==> config.mk <==
export PLATFORM = sky130hd
export DESIGN_NAME = decode_reg_flat
export DESIGN_NICKNAME = d
export VERILOG_FILES = /design/src/rtl/decode_reg_if.sv /design/src/rtl/decode_reg.sv /design/src/flat_wrapper.sv
export SDC_FILE = /design/constraint.sdc
export NUM_CORES = 1
export LEC_CHECK = 0
export ABC_AREA = 1
export BUFFER_PORTS_ARGS = -buffer_cell sky130_fd_sc_hd__clkbuf_2
export CORE_MARGIN = 1.5
export CORE_UTILIZATION = 54
export CTS_BUF_LIST = sky130_fd_sc_hd__clkbuf_2
export CTS_CLUSTER_DIAMETER = 200
export DETAILED_ROUTE_END_ITERATION = 8
export PLACE_DENSITY = 0.91
export SYNTH_ARGS = -nofsm -noshare
export SYNTH_HDL_FRONTEND = slang
export SYNTH_SLANG_ARGS = --single-unit
==> constraint.sdc <==
create_clock -name clk -period 1.7 [get_ports clk]
set_input_delay 0.17 -clock clk [delete_from_list [all_inputs] [get_ports clk]]
set_output_delay 0.17 -clock clk [all_outputs]
set_load 0.005 [all_outputs]
==> src/rtl/decode_reg_if.sv <==
// Fetch -> decode -> immediate-gen/regfile handshake bundle for decode_reg.
// master = testbench/fetch side, slave = decode_reg.
interface decode_reg_if #(
  parameter int D_W = 32
);
  logic           in_valid;
  logic           in_ready;
  logic [D_W-1:0] in_pc;
  logic [D_W-1:0] in_inst;
  logic           flush;
  logic           out_valid;
  logic           out_ready;
  logic [D_W-1:0] out_pc;
  logic [2:0]     out_imm_sel;
  logic [D_W-8:0] out_upper_inst;
  logic [4:0]     out_rd;
  logic [4:0]     out_rs1;
  logic [4:0]     out_rs2;
  logic [2:0]     out_funct3;
  logic           out_illegal;

  modport master (
    output in_valid, in_pc, in_inst, flush, out_ready,
    input  in_ready, out_valid, out_pc, out_imm_sel, out_upper_inst,
           out_rd, out_rs1, out_rs2, out_funct3, out_illegal
  );

  modport slave (
    input  in_valid, in_pc, in_inst, flush, out_ready,
    output in_ready, out_valid, out_pc, out_imm_sel, out_upper_inst,
           out_rd, out_rs1, out_rs2, out_funct3, out_illegal
  );
endinterface

==> src/rtl/decode_reg.sv <==
// IF/ID register with opcode decode and a 2-entry skid buffer (registered in_ready).
// Optional ILLEGAL_SQUASH_EN: illegal beats are stored as a NOP with the PC kept.
module decode_reg #(
  parameter int D_W = 32
) (
  input  logic       clk,
  input  logic       reset,
  decode_reg_if.slave bus
);

  typedef struct packed {
    logic [D_W-1:0] pc;
    logic [2:0]     imm_sel;
    logic [D_W-8:0] upper;
    logic           illegal;
  } beat_t;

  typedef enum logic [1:0] {
    S_EMPTY = 2'd0,
    S_ONE   = 2'd1,
    S_FULL  = 2'd2
  } state_t;

  state_t state_q, state_d;
  logic   out_valid_q;
  logic   in_ready_q;
  beat_t  main_q;
  beat_t  skid_q;
  beat_t  dec;
  logic   acc, rel;
  logic   ld_main_in, ld_main_skid, ld_skid;

  // Opcode decode of the incoming beat; the result is what gets buffered.
  always_comb begin
    dec         = '0;
    dec.pc      = bus.in_pc;
    dec.upper   = bus.in_inst[D_W-1:7];
    dec.illegal = 1'b0;
    unique case (bus.in_inst[6:0])
      7'b0010011: dec.imm_sel = 3'b000;
      7'b0000011: dec.imm_sel = 3'b001;
      7'b1100111: dec.imm_sel = 3'b110;
      7'b0100011: dec.imm_sel = 3'b010;
      7'b0110111,
      7'b0010111: dec.imm_sel = 3'b101;
      7'b1100011: dec.imm_sel = 3'b100;
      7'b1101111: dec.imm_sel = 3'b111;
      7'b0110011: dec.imm_sel = 3'b011;
      default: begin
        dec.imm_sel = 3'b000;
        dec.illegal = 1'b1;
`ifdef ILLEGAL_SQUASH_EN
        dec.upper   = '0;
`endif
      end
    endcase
  end

  assign acc = bus.in_valid & in_ready_q;
  assign rel = out_valid_q & bus.out_ready;

  always_comb begin
    state_d      = state_q;
    ld_main_in   = 1'b0;
    ld_main_skid = 1'b0;
    ld_skid      = 1'b0;
    unique case (state_q)
      S_EMPTY: begin
        if (acc) begin
          state_d    = S_ONE;
          ld_main_in = 1'b1;
        end
      end
      S_ONE: begin
        if (acc && rel) begin
          ld_main_in = 1'b1;
        end else if (acc) begin
          state_d = S_FULL;
          ld_skid = 1'b1;
        end else if (rel) begin
          state_d = S_EMPTY;
        end
      end
      S_FULL: begin
        if (rel) begin
          state_d      = S_ONE;
          ld_main_skid = 1'b1;
        end
      end
      default: state_d = S_EMPTY;
    endcase
    // Redirect wins over any handshake; data registers are left as they are.
    if (bus.flush) begin
      state_d      = S_EMPTY;
      ld_main_in   = 1'b0;
      ld_main_skid = 1'b0;
      ld_skid      = 1'b0;
    end
  end

  always_ff @(posedge clk) begin
    if (reset) begin
      state_q     <= S_EMPTY;
      out_valid_q <= 1'b0;
      in_ready_q  <= 1'b1;
      main_q      <= '0;
      skid_q      <= '0;
    end else begin
      state_q     <= state_d;
      out_valid_q <= (state_d != S_EMPTY);
      in_ready_q  <= (state_d != S_FULL);
      if (ld_main_in)        main_q <= dec;
      else if (ld_main_skid) main_q <= skid_q;
      if (ld_skid)           skid_q <= dec;
    end
  end

  // Register fields are fixed slices of inst[31:7].
  assign bus.in_ready       = in_ready_q;
  assign bus.out_valid      = out_valid_q;
  assign bus.out_pc         = main_q.pc;
  assign bus.out_imm_sel    = main_q.imm_sel;
  assign bus.out_upper_inst = main_q.upper;
  assign bus.out_rd         = main_q.upper[4:0];
  assign bus.out_funct3     = main_q.upper[7:5];
  assign bus.out_rs1        = main_q.upper[12:8];
  assign bus.out_rs2        = main_q.upper[17:13];
  assign bus.out_illegal    = main_q.illegal;

endmodule

==> src/flat_wrapper.sv <==
// flat-port wrapper written by rule: the top's interface ports become plain ports
module decode_reg_flat 
#(
  parameter int D_W = 32
)
  (clk, reset, bus_in_valid, bus_in_pc, bus_in_inst, bus_flush, bus_out_ready, bus_in_ready, bus_out_valid, bus_out_pc, bus_out_imm_sel, bus_out_upper_inst, bus_out_rd, bus_out_rs1, bus_out_rs2, bus_out_funct3, bus_out_illegal);
  decode_reg_if #(.D_W(D_W)) bus_i ();
  input  logic clk;
  input  logic reset;
  input wire logic [$bits(bus_i.in_valid)-1:0] bus_in_valid;
  input wire logic [$bits(bus_i.in_pc)-1:0] bus_in_pc;
  input wire logic [$bits(bus_i.in_inst)-1:0] bus_in_inst;
  input wire logic [$bits(bus_i.flush)-1:0] bus_flush;
  input wire logic [$bits(bus_i.out_ready)-1:0] bus_out_ready;
  output wire logic [$bits(bus_i.in_ready)-1:0] bus_in_ready;
  output wire logic [$bits(bus_i.out_valid)-1:0] bus_out_valid;
  output wire logic [$bits(bus_i.out_pc)-1:0] bus_out_pc;
  output wire logic [$bits(bus_i.out_imm_sel)-1:0] bus_out_imm_sel;
  output wire logic [$bits(bus_i.out_upper_inst)-1:0] bus_out_upper_inst;
  output wire logic [$bits(bus_i.out_rd)-1:0] bus_out_rd;
  output wire logic [$bits(bus_i.out_rs1)-1:0] bus_out_rs1;
  output wire logic [$bits(bus_i.out_rs2)-1:0] bus_out_rs2;
  output wire logic [$bits(bus_i.out_funct3)-1:0] bus_out_funct3;
  output wire logic [$bits(bus_i.out_illegal)-1:0] bus_out_illegal;
  assign bus_i.in_valid = bus_in_valid;
  assign bus_i.in_pc = bus_in_pc;
  assign bus_i.in_inst = bus_in_inst;
  assign bus_i.flush = bus_flush;
  assign bus_i.out_ready = bus_out_ready;
  assign bus_in_ready = bus_i.in_ready;
  assign bus_out_valid = bus_i.out_valid;
  assign bus_out_pc = bus_i.out_pc;
  assign bus_out_imm_sel = bus_i.out_imm_sel;
  assign bus_out_upper_inst = bus_i.out_upper_inst;
  assign bus_out_rd = bus_i.out_rd;
  assign bus_out_rs1 = bus_i.out_rs1;
  assign bus_out_rs2 = bus_i.out_rs2;
  assign bus_out_funct3 = bus_i.out_funct3;
  assign bus_out_illegal = bus_i.out_illegal;
  decode_reg #(.D_W(D_W)) u_core (.clk(clk), .reset(reset), .bus(bus_i));
endmodule
==> results_dict.tcl, run 1 <==
set metrics [dict create \
    area_growth_pct 28.6 \
    hold_class "in -> reg" \
    fmax_mhz 620 \
    routed_via_density 5.07 \
    die_x_um 103 \
    numCtsBuffers 17 \
    fin_crit_ns 1.61 \
    p_int_mw 4.21 \
    cts_buffer_depth 2 \
    cp-end-kind "register" \
    dr.pass1.iters 5 \
    start_kind "register" \
    fin_cells 1080 \
    io_pins 150 \
    final_common_cell "nor2_1" \
    final_cell_mix "nor2_1 (193), clkbuf_2 (169), nand2_1 (140), dfxtp_1 (126), o21ai_0 (104)" \
    final.fill_count 795 \
    setup_viol 0 \
    yosys_register_bits 126 \
    finalPower_mw 5.84 \
    syn_area_um2 5370 \
    cap_violations 0 \
    initial_utilization 0.552 \
    dpl_cell_area_um2 6020 \
    required_ns 2.28 \
    drc_errors 0 \
    drtAntennaViolNets 0 \
    dp_hpwl_um 7980 \
    h-tree-depth 4 \
    power_density_nw_per_um2 846 \
    netlist_top_cells_area "dfxtp_1 (47%), nor2_1 (13%), nand2_1 (9.8%)" \
    synth_top_area_frac 0.470 \
    combPwrFrac 0.153 \
    drive_gt1_frac 0.219 \
    tightest_slew_ns 0.427 \
    final_core_util 0.710 \
    rows 36 \
    wl_met1_um 5710 \
    numPortBuffers 149 \
    gp_congestion 0.782 \
    routed_wl_um 13800 \
    p_switching_mw 1.64 \
    grt_start_max_net_pins 69 \
    ys_seq_area_frac 0.470 \
    syn_nets 824 \
    clock_latency_ns 0.66 \
    seqPwrFrac 0.546 \
    cts_root_buf "clkbuf_2" \
    topRoutingLayerUsed "met4" \
    p_leak_nw 3.30 \
    clock_power_share 0.301 \
    status "finished clean" \
    slew_headroom 0.715 \
    antenna_cells 0 \
    synthCells 755 \
    die-height_um 103 \
    avgSynthCellArea_um2 7.11 \
    nets 1003 \
    synth_top_cell_by_area "dfxtp_1" \
    grt_use_total 0.266 \
    clock_sinks 126 \
    p_sw_frac 0.280 \
    wl_per_cell_um 12.8 \
    vias 5479 \
    die_area_um2 10500 \
    ir_worst_vdd_mv 0.470 \
    pre_cts_ws_ns 0.151 \
    rsz0062_at_grt "yes" \
    ys_warn_count 0 \
    grt_pass1_wl_um 22100 \
    hold_viol 0 \
    tns_ns 0 \
    critical_path_arrival_ns 2.19 \
    antenna_found_initial 0 \
    tritoncts "built" \
    routed-wl-met2_um 6890 \
    final_cell_area_um2 6910 \
    fin_skew_ns 0.0334 \
    finalMaxSlewViolations 0 \
    grt_pass1_vias 5011 \
    clkSlewWorstSetupHoldPaths_ns 0.17 \
    dr_wl_met3_um 822 \
    placed_cells_incl_taps 983 \
    coreArea_um2 9730 \
    crit_type "reg -> reg" \
    setup_slack_ns 0.0881 \
    drt_iter0_markers 214 \
    synth_cell_types 22 \
    crit_path_max_fanout 5 \
    grt_overflow 0 \
    hold-worst-slack_ns 0.0526 \
    finalCritPeriodShare 0.948 \
]
-- state kept, by name, indices dropped and copies added (netlist names) --
| name | flops |
|---|---|
| u_core.bus.out_valid | 1 |
| u_core.bus.out_upper_inst | 25 |
| u_core.bus.out_illegal | 1 |
| u_core.bus.out_imm_sel | 3 |
| u_core.state_q | 2 |
| u_core.bus.in_ready | 1 |
| u_core.bus.out_pc | 32 |
| u_core.skid_q | 61 |
-- per-layer routing --
metal / global-route usage / up-vias
li1: - / 2784
met1: 0.301 / 2453
met2: 0.470 / 212
met3: 0.0637 / 30
met4: 0.133 / 0
met5: 0 / -
-- final cells by class --
type | count | area, um2 | share of cell area
Sequential cell | 126 | 2520 | 0.365
Multi-Input combinational cell | 542 | 2350 | 0.340
Timing Repair Buffer | 228 | 1580 | 0.228
Tap cell | 133 | 166 | 0.0241
Clock inverter | 12 | 121 | 0.0176
Clock buffer | 20 | 100 | 0.0145
Inverter | 19 | 73.8 | 0.0107
-- critical path, cell delays in order, from the launching register on --
cell and delay [ns]:
dfxtp_1 0.36, nand2_1 0.15, nand2_4 0.15, nand2_1 0.06, nand3_1 0.06, nand3_1 0.10, dlygate4sd3_1 0.60, nor2_1 0.08
-- cells in the mapped netlist, drive strengths merged --
cell,instances
dfxtp,126
a21oi,60
or2,1
clkbuf,17
buf,51
nor2,197
o21ai,118
nand4,1
inv,19
nand3b,1
nand3,22
nand2,142
-- power groups by stage --
stage	clock network, mW	registers, mW	logic (mW)
after floorplan	0	3.24	0.494
after global placement	0	3.24	0.741
after detailed placement	0	3.24	0.756
after CTS	1.79	3.18	0.879
after global routing	1.94	3.20	1.03
final	1.76	3.19	0.896
-- repair_timing --
action	CTS	global route
endpoints found under the hold margin	122	0
endpoints found under the setup margin	0	5
hold buffers	65	0
gates resized for setup	0	4
setup buffers	0	0
-- path summary, 6_finish.rpt --
path,from,end,slack (ns),cells after the start
setup / recovery,u_core.bus.out_valid,u_core.state_q[0],0.09,7
hold / removal,bus_in_inst[4],u_core.skid_q[26],0.05,7
setup reg to reg,u_core.bus.out_valid,u_core.state_q[0],0.09,7
hold reg to reg,u_core.skid_q[27],u_core.skid_q[27],0.49,2
-- logic make-up (layout without fill, tap and decap cells) --
logic type / after synthesis / count (layout) / synth area share
AOI/OAI and AO/OA: 178 / 178 / 0.166
buffers and inverters: 87 / 279 / 0.0965
DFF: 126 / 126 / 0.470
and+or+nand+nor: 364 / 364 / 0.268
Note: power is estimated with default switching activity, not from simulation.
==> run 2: changes to the inputs <==
Clock period 1.7 ns to 1.6 ns, I/O delays scaled along.
==> run 2 against run 1 <==
Against the previous run: global-route usage is 0.95 points higher; sequential share of layout area is 0.78 points lower; count of clock-buffer cells in the layout is 3 lower; largest cell class unchanged; final cell count is 0.46% higher; non-clock buffer count is 5 higher; clock skew is 0.0070 ns lower; die area stayed put; critical path depth stayed put; utilization is 1.5 points higher; power is 11% higher.
==> results_dict.tcl, run 2 (synthesis gave the netlist of run 1 again) <==
set metrics [dict create \
    final_common_cell "nor2_1" \
    final_core_util 0.725 \
    h-tree-depth 4 \
    p_switching_mw 1.82 \
    ir_worst_vdd_mv 0.552 \
    die_area_um2 10500 \
    hold_class "in -> reg" \
    initial_utilization 0.552 \
    finalCritPeriodShare 0.940 \
    tritoncts "built" \
    p_leak_nw 3.36 \
    area_growth_pct 31.4 \
    grt_pass1_wl_um 22800 \
    wl_per_cell_um 13.5 \
    rsz0062_at_grt "yes" \
    crit_path_max_fanout 26 \
    dp_hpwl_um 7990 \
    finalPower_mw 6.46 \
    cts_buffer_depth 2 \
    fin_crit_ns 1.50 \
    numCtsBuffers 17 \
    fin_cells 1085 \
    antenna_cells 0 \
    tns_ns 0 \
    setup_slack_ns 0.0961 \
    clock_sinks 126 \
    p_sw_frac 0.282 \
    start_kind "register" \
    rows 36 \
    grt_use_total 0.276 \
    cp-end-kind "register" \
    cap_violations 0 \
    required_ns 2.18 \
    pre_cts_ws_ns 0.139 \
    gp_congestion 0.809 \
    seqPwrFrac 0.524 \
    clock_latency_ns 0.65 \
    cts_root_buf "clkbuf_2" \
    drtAntennaViolNets 0 \
    grt_pass1_vias 5061 \
    cts_setup_buffers 0 \
    die_x_um 103 \
    vias 5679 \
    routed_via_density 5.23 \
    final_cell_mix "nor2_1 (193), clkbuf_2 (166), nand2_1 (140), dfxtp_1 (126), o21ai_0 (103)" \
    largest_reg_flops 61 \
    routed_wl_um 14700 \
    fmax_mhz 665 \
    placed_cells_incl_taps 983 \
    grt_start_max_net_pins 53 \
    io_pins 150 \
    nets 1008 \
    fin_skew_ns 0.0264 \
    grt_overflow 0 \
    slew_headroom 0.722 \
    finalMaxSlewViolations 0 \
    clock_power_share 0.321 \
    regMostFlops "u_core.skid_q" \
    critical_path_arrival_ns 2.08 \
    coreArea_um2 9730 \
    hold_viol 0 \
    tightest_slew_ns 0.417 \
    combPwrFrac 0.154 \
    dr.pass1.iters 5 \
    drive_gt1_frac 0.216 \
    setup_viol 0 \
    reg2reg_setup_slack_ns 0.1 \
    die-height_um 103 \
    crit_type "reg -> reg" \
    numPortBuffers 149 \
    status "finished clean" \
    power_density_nw_per_um2 915 \
    drc_errors 0 \
    clkSlewWorstSetupHoldPaths_ns 0.20 \
    p_int_mw 4.63 \
    antenna_found_initial 0 \
    drt_iter0_markers 284 \
]
[run 2: area by class of cell]
cell class | count | area [um2]
Sequential cell | 126 | 2520
Timing Repair Buffer | 233 | 1690
Clock inverter | 15 | 173
Tap cell | 133 | 166
Clock buffer | 17 | 85.1
Fill cell | 748 | 2670
Inverter | 19 | 71.3
Multi-Input combinational cell | 542 | 2350
[run 2: path summary, 6_finish.rpt]
path | start | end | depth (start not counted)
max reg2reg | u_core.bus.out_valid | u_core.bus.out_pc[9] | 7
max | u_core.bus.out_valid | u_core.bus.out_pc[9] | 7
min reg2reg | u_core.skid_q[27] | u_core.skid_q[27] | 2
min | bus_in_pc[3] | u_core.skid_q[32] | 4
[run 2: what timing repair did]
| action | in CTS | in global routing |
|---|---|---|
| hold buffers | 70 | 0 |
| hold endpoints to repair | 125 | 0 |
| endpoints found under the setup margin | 0 | 15 |
| gates resized for setup | 0 | 4 |
[run 2: worst max-delay path: stages (launching register included)]
cell     delay, ns
dfxtp_1       0.35
nand2_1       0.15
nand2_2       0.15
nand3_4       0.19
buf_6         0.23
nand2_1       0.10
a21oi_1       0.19
nor2_1        0.06
[run 2: power by group through the flow]
stage                     combinational [mW]  clock [mW]  sequential, mW
after detailed placement               0.819           0            3.45
after global placement                 0.801           0            3.44
after floorplan                        0.525           0            3.44
after global routing                    1.12        2.27            3.41
final                                  0.997        2.07            3.39
after CTS                              0.958        2.11            3.38
[run 2: stage by stage]
step                area, um2  hold slack (ns)
floorplan                5370            0.229
global placement         6080            0.410
detailed placement       6080            0.415
CTS                      7040            0.245
global route             7060            0.252
finish                   7060            0.299
[run 2: per-layer routing]
metal | GRT usage | vias to the layer above | share of wire
li1 | - | 2789 | -
met1 | 0.298 | 2552 | 0.39
met2 | 0.487 | 275 | 0.50
met3 | 0.0685 | 63 | 0.063
met4 | 0.166 | 0 | 0.043
met5 | 0 | - | 0
==> run 3: changes to the inputs <==
Settings changed: ABC_AREA 1 to not set.
==> run 3 against run 2 <==
Against the previous run: the flow now finishes with violations (negative setup slack); setup slack worse by 0.16 ns; synthesized area grew 3.4%; register-to-register slack lost 0.16 ns; die area increased by 3.3%; utilization up 9.7 points; global-route usage grew 1.2 points; count of clock-buffer cells in the layout grew 1; largest cell class is now multi-input gates.
==> results_dict.tcl, run 3 <==
set metrics [dict create \
    routed_via_density 5.67 \
    cp-end-kind "register" \
    drive_gt1_frac 0.450 \
    hold_viol 0 \
    setup_viol 47 \
    regMostFlops "u_core.skid_q" \
    netlist_top_cells_area "dfxtp_1 (45%), a211oi_2 (11%), mux2i_1 (11%)" \
    crit_type "reg -> reg" \
    dp_hpwl_um 9150 \
    synth_cell_types 38 \
    final_common_cell "clkbuf_2" \
    antenna_found_initial 0 \
    antenna_cells 0 \
    tns_ns -1.04 \
    largest_reg_flops 61 \
    clock_sinks 126 \
    fin_skew_ns 0.0261 \
    grt_use_total 0.288 \
    hold_class "in -> reg" \
    violations "negative setup slack" \
    yosys_register_bits 126 \
    nets 881 \
    setup_slack_ns -0.0621 \
    wl_per_cell_um 18.4 \
    cpMostUsedCell "buf_12" \
    final_cell_mix "clkbuf_2 (166), dfxtp_1 (123), nand2_1 (122), dlygate4sd3_1 (67), a21oi_1 (64)" \
    grt_overflow 0 \
    rows 36 \
    avgSynthCellArea_um2 9.33 \
    pre_cts_ws_ns -0.110 \
    start_kind "register" \
    h-tree-depth 4 \
    ys_warn_count 0 \
    status "finished, violations left" \
    crit_path_max_fanout 29 \
    tritoncts "built" \
    drtAntennaViolNets 0 \
    tightest_slew_ns 0.517 \
    initial_utilization 0.563 \
    synthCells 595 \
    slew_headroom 0.654 \
    dr.pass1.iters 6 \
    p_leak_nw 3.00 \
    rsz0062_at_grt "yes" \
    cap_violations 0 \
    numPortBuffers 149 \
    vias 5418 \
    clkSlewWorstSetupHoldPaths_ns 0.16 \
    area_growth_pct 46.1 \
    power_density_nw_per_um2 791 \
    ys_seq_area_frac 0.454 \
    drt_iter0_markers 430 \
    cts_root_buf "clkbuf_2" \
    cts_buffer_depth 2 \
    synth.most_common_cell "dfxtp_1" \
    critical_path_arrival_ns 2.21 \
    grt_start_max_net_pins 37 \
    finalCritPeriodShare 1.04 \
    gp_congestion 0.821 \
    cp_cell_sequence "a21boi_4 > or4_4 > buf_12 > buf_12 > a211oi_2" \
    finalMaxSlewViolations 0 \
    io_pins 150 \
    numCtsBuffers 17 \
    ir_worst_vdd_mv 0.511 \
    grt_pass1_vias 5298 \
    finalPower_mw 6.42 \
    synth_flop_cell "dfxtp_1" \
    syn_nets 664 \
    required_ns 2.15 \
    final_core_util 0.823 \
    max_stage_delay_ns 0.50 \
    synth-edff-count 0 \
    syn_area_um2 5550 \
    synth_top_cell_by_area "dfxtp_1" \
    crit_slowest_cell "or4_4" \
    drc_errors 0 \
    die_area_um2 10900 \
    fmax_mhz 602 \
    synth_top_area_frac 0.454 \
    grt_pass1_wl_um 25300 \
    routed_wl_um 17600 \
    ys_async_sr_fraction 0 \
    clock_latency_ns 0.65 \
    coreArea_um2 9860 \
    fin_cells 955 \
    die-height_um 104 \
    placed_cells_incl_taps 841 \
    netlist_top_cells_count "dfxtp_1 (126), nand2_1 (122), a21oi_1 (64)" \
    die_x_um 104 \
    fin_crit_ns 1.66 \
]
==> run 3: cell type report <==
cell class                 instances  area (um2)
timing repair buffer             262        2100
sequential                       126        2530
clock buffer                      18        90.1
inverter                           2        7.51
tap                              133         166
fill                             527        1750
clock inverter                    11         126
multi-input combinational        403        3100
==> run 3: critical path, delay by kind of cell (launching register included) <==
kind,cells,cell delay [ns]
AO/OA/AOI/OAI,2,0.36
AND/OR/NAND/NOR,1,0.50
flip-flops,1,0.37
buffers and inverters,2,0.35
==> run 3: timing repair <==
item                       4_1_cts  5_1_grt
gates cloned                     0        8
buffers inserted                 5        4
hold endpoints to repair       125        1
resized for setup               78       56
setup endpoints to repair       60       89
hold buffers                    67        1
pin swaps                        2        4
==> run 3: cell families (layout without fill, tap and decap cells) <==
logic type / Yosys count / count (layout) / share of synthesized area
AND/OR/NAND/NOR: 207 / 208 / 0.157
AO/OA/AOI/OAI: 135 / 135 / 0.202
flip-flops: 126 / 126 / 0.454
buffers and inverters: 67 / 293 / 0.0784
multiplexers: 60 / 60 / 0.108
==> run 3: per-layer routing <==
layer | vias up | wire length [um] | GRT usage
met3 | 55 | 1160 | 0.0746
met2 | 278 | 9010 | 0.513
li1 | 2484 | - | -
met4 | 0 | 589 | 0.133
met1 | 2601 | 6800 | 0.319
met5 | - | 0 | 0
==> run 3: worst paths after layout <==
path	start	to	slack, ns	cells after the start
worst max register to register	u_core.state_q[0]	u_core.bus.out_upper_inst[13]	-0.06	5
worst max-delay path	u_core.state_q[0]	u_core.bus.out_upper_inst[13]	-0.06	5
worst min-delay path	bus_in_inst[5]	u_core.bus.out_imm_sel[0]	0.09	5
worst min register to register	u_core.skid_q[22]	u_core.skid_q[22]	0.47	2
==> run 3: where the power goes <==
group	switching [mW]	total [mW]	internal, mW
logic	0.553	1.11	0.560
registers	0.108	3.38	3.27
clock network	1.11	1.93	0.821
==> run 3: stage by stage <==
step / hold slack [ns] / cell area (um2)
after floorplan: 0.237 / 5550
after global placement: 0.396 / 6430
after detailed placement: 0.405 / 6430
after CTS: -0.0214 / 7630
after global routing: 0.0328 / 8120
final: 0.0879 / 8120
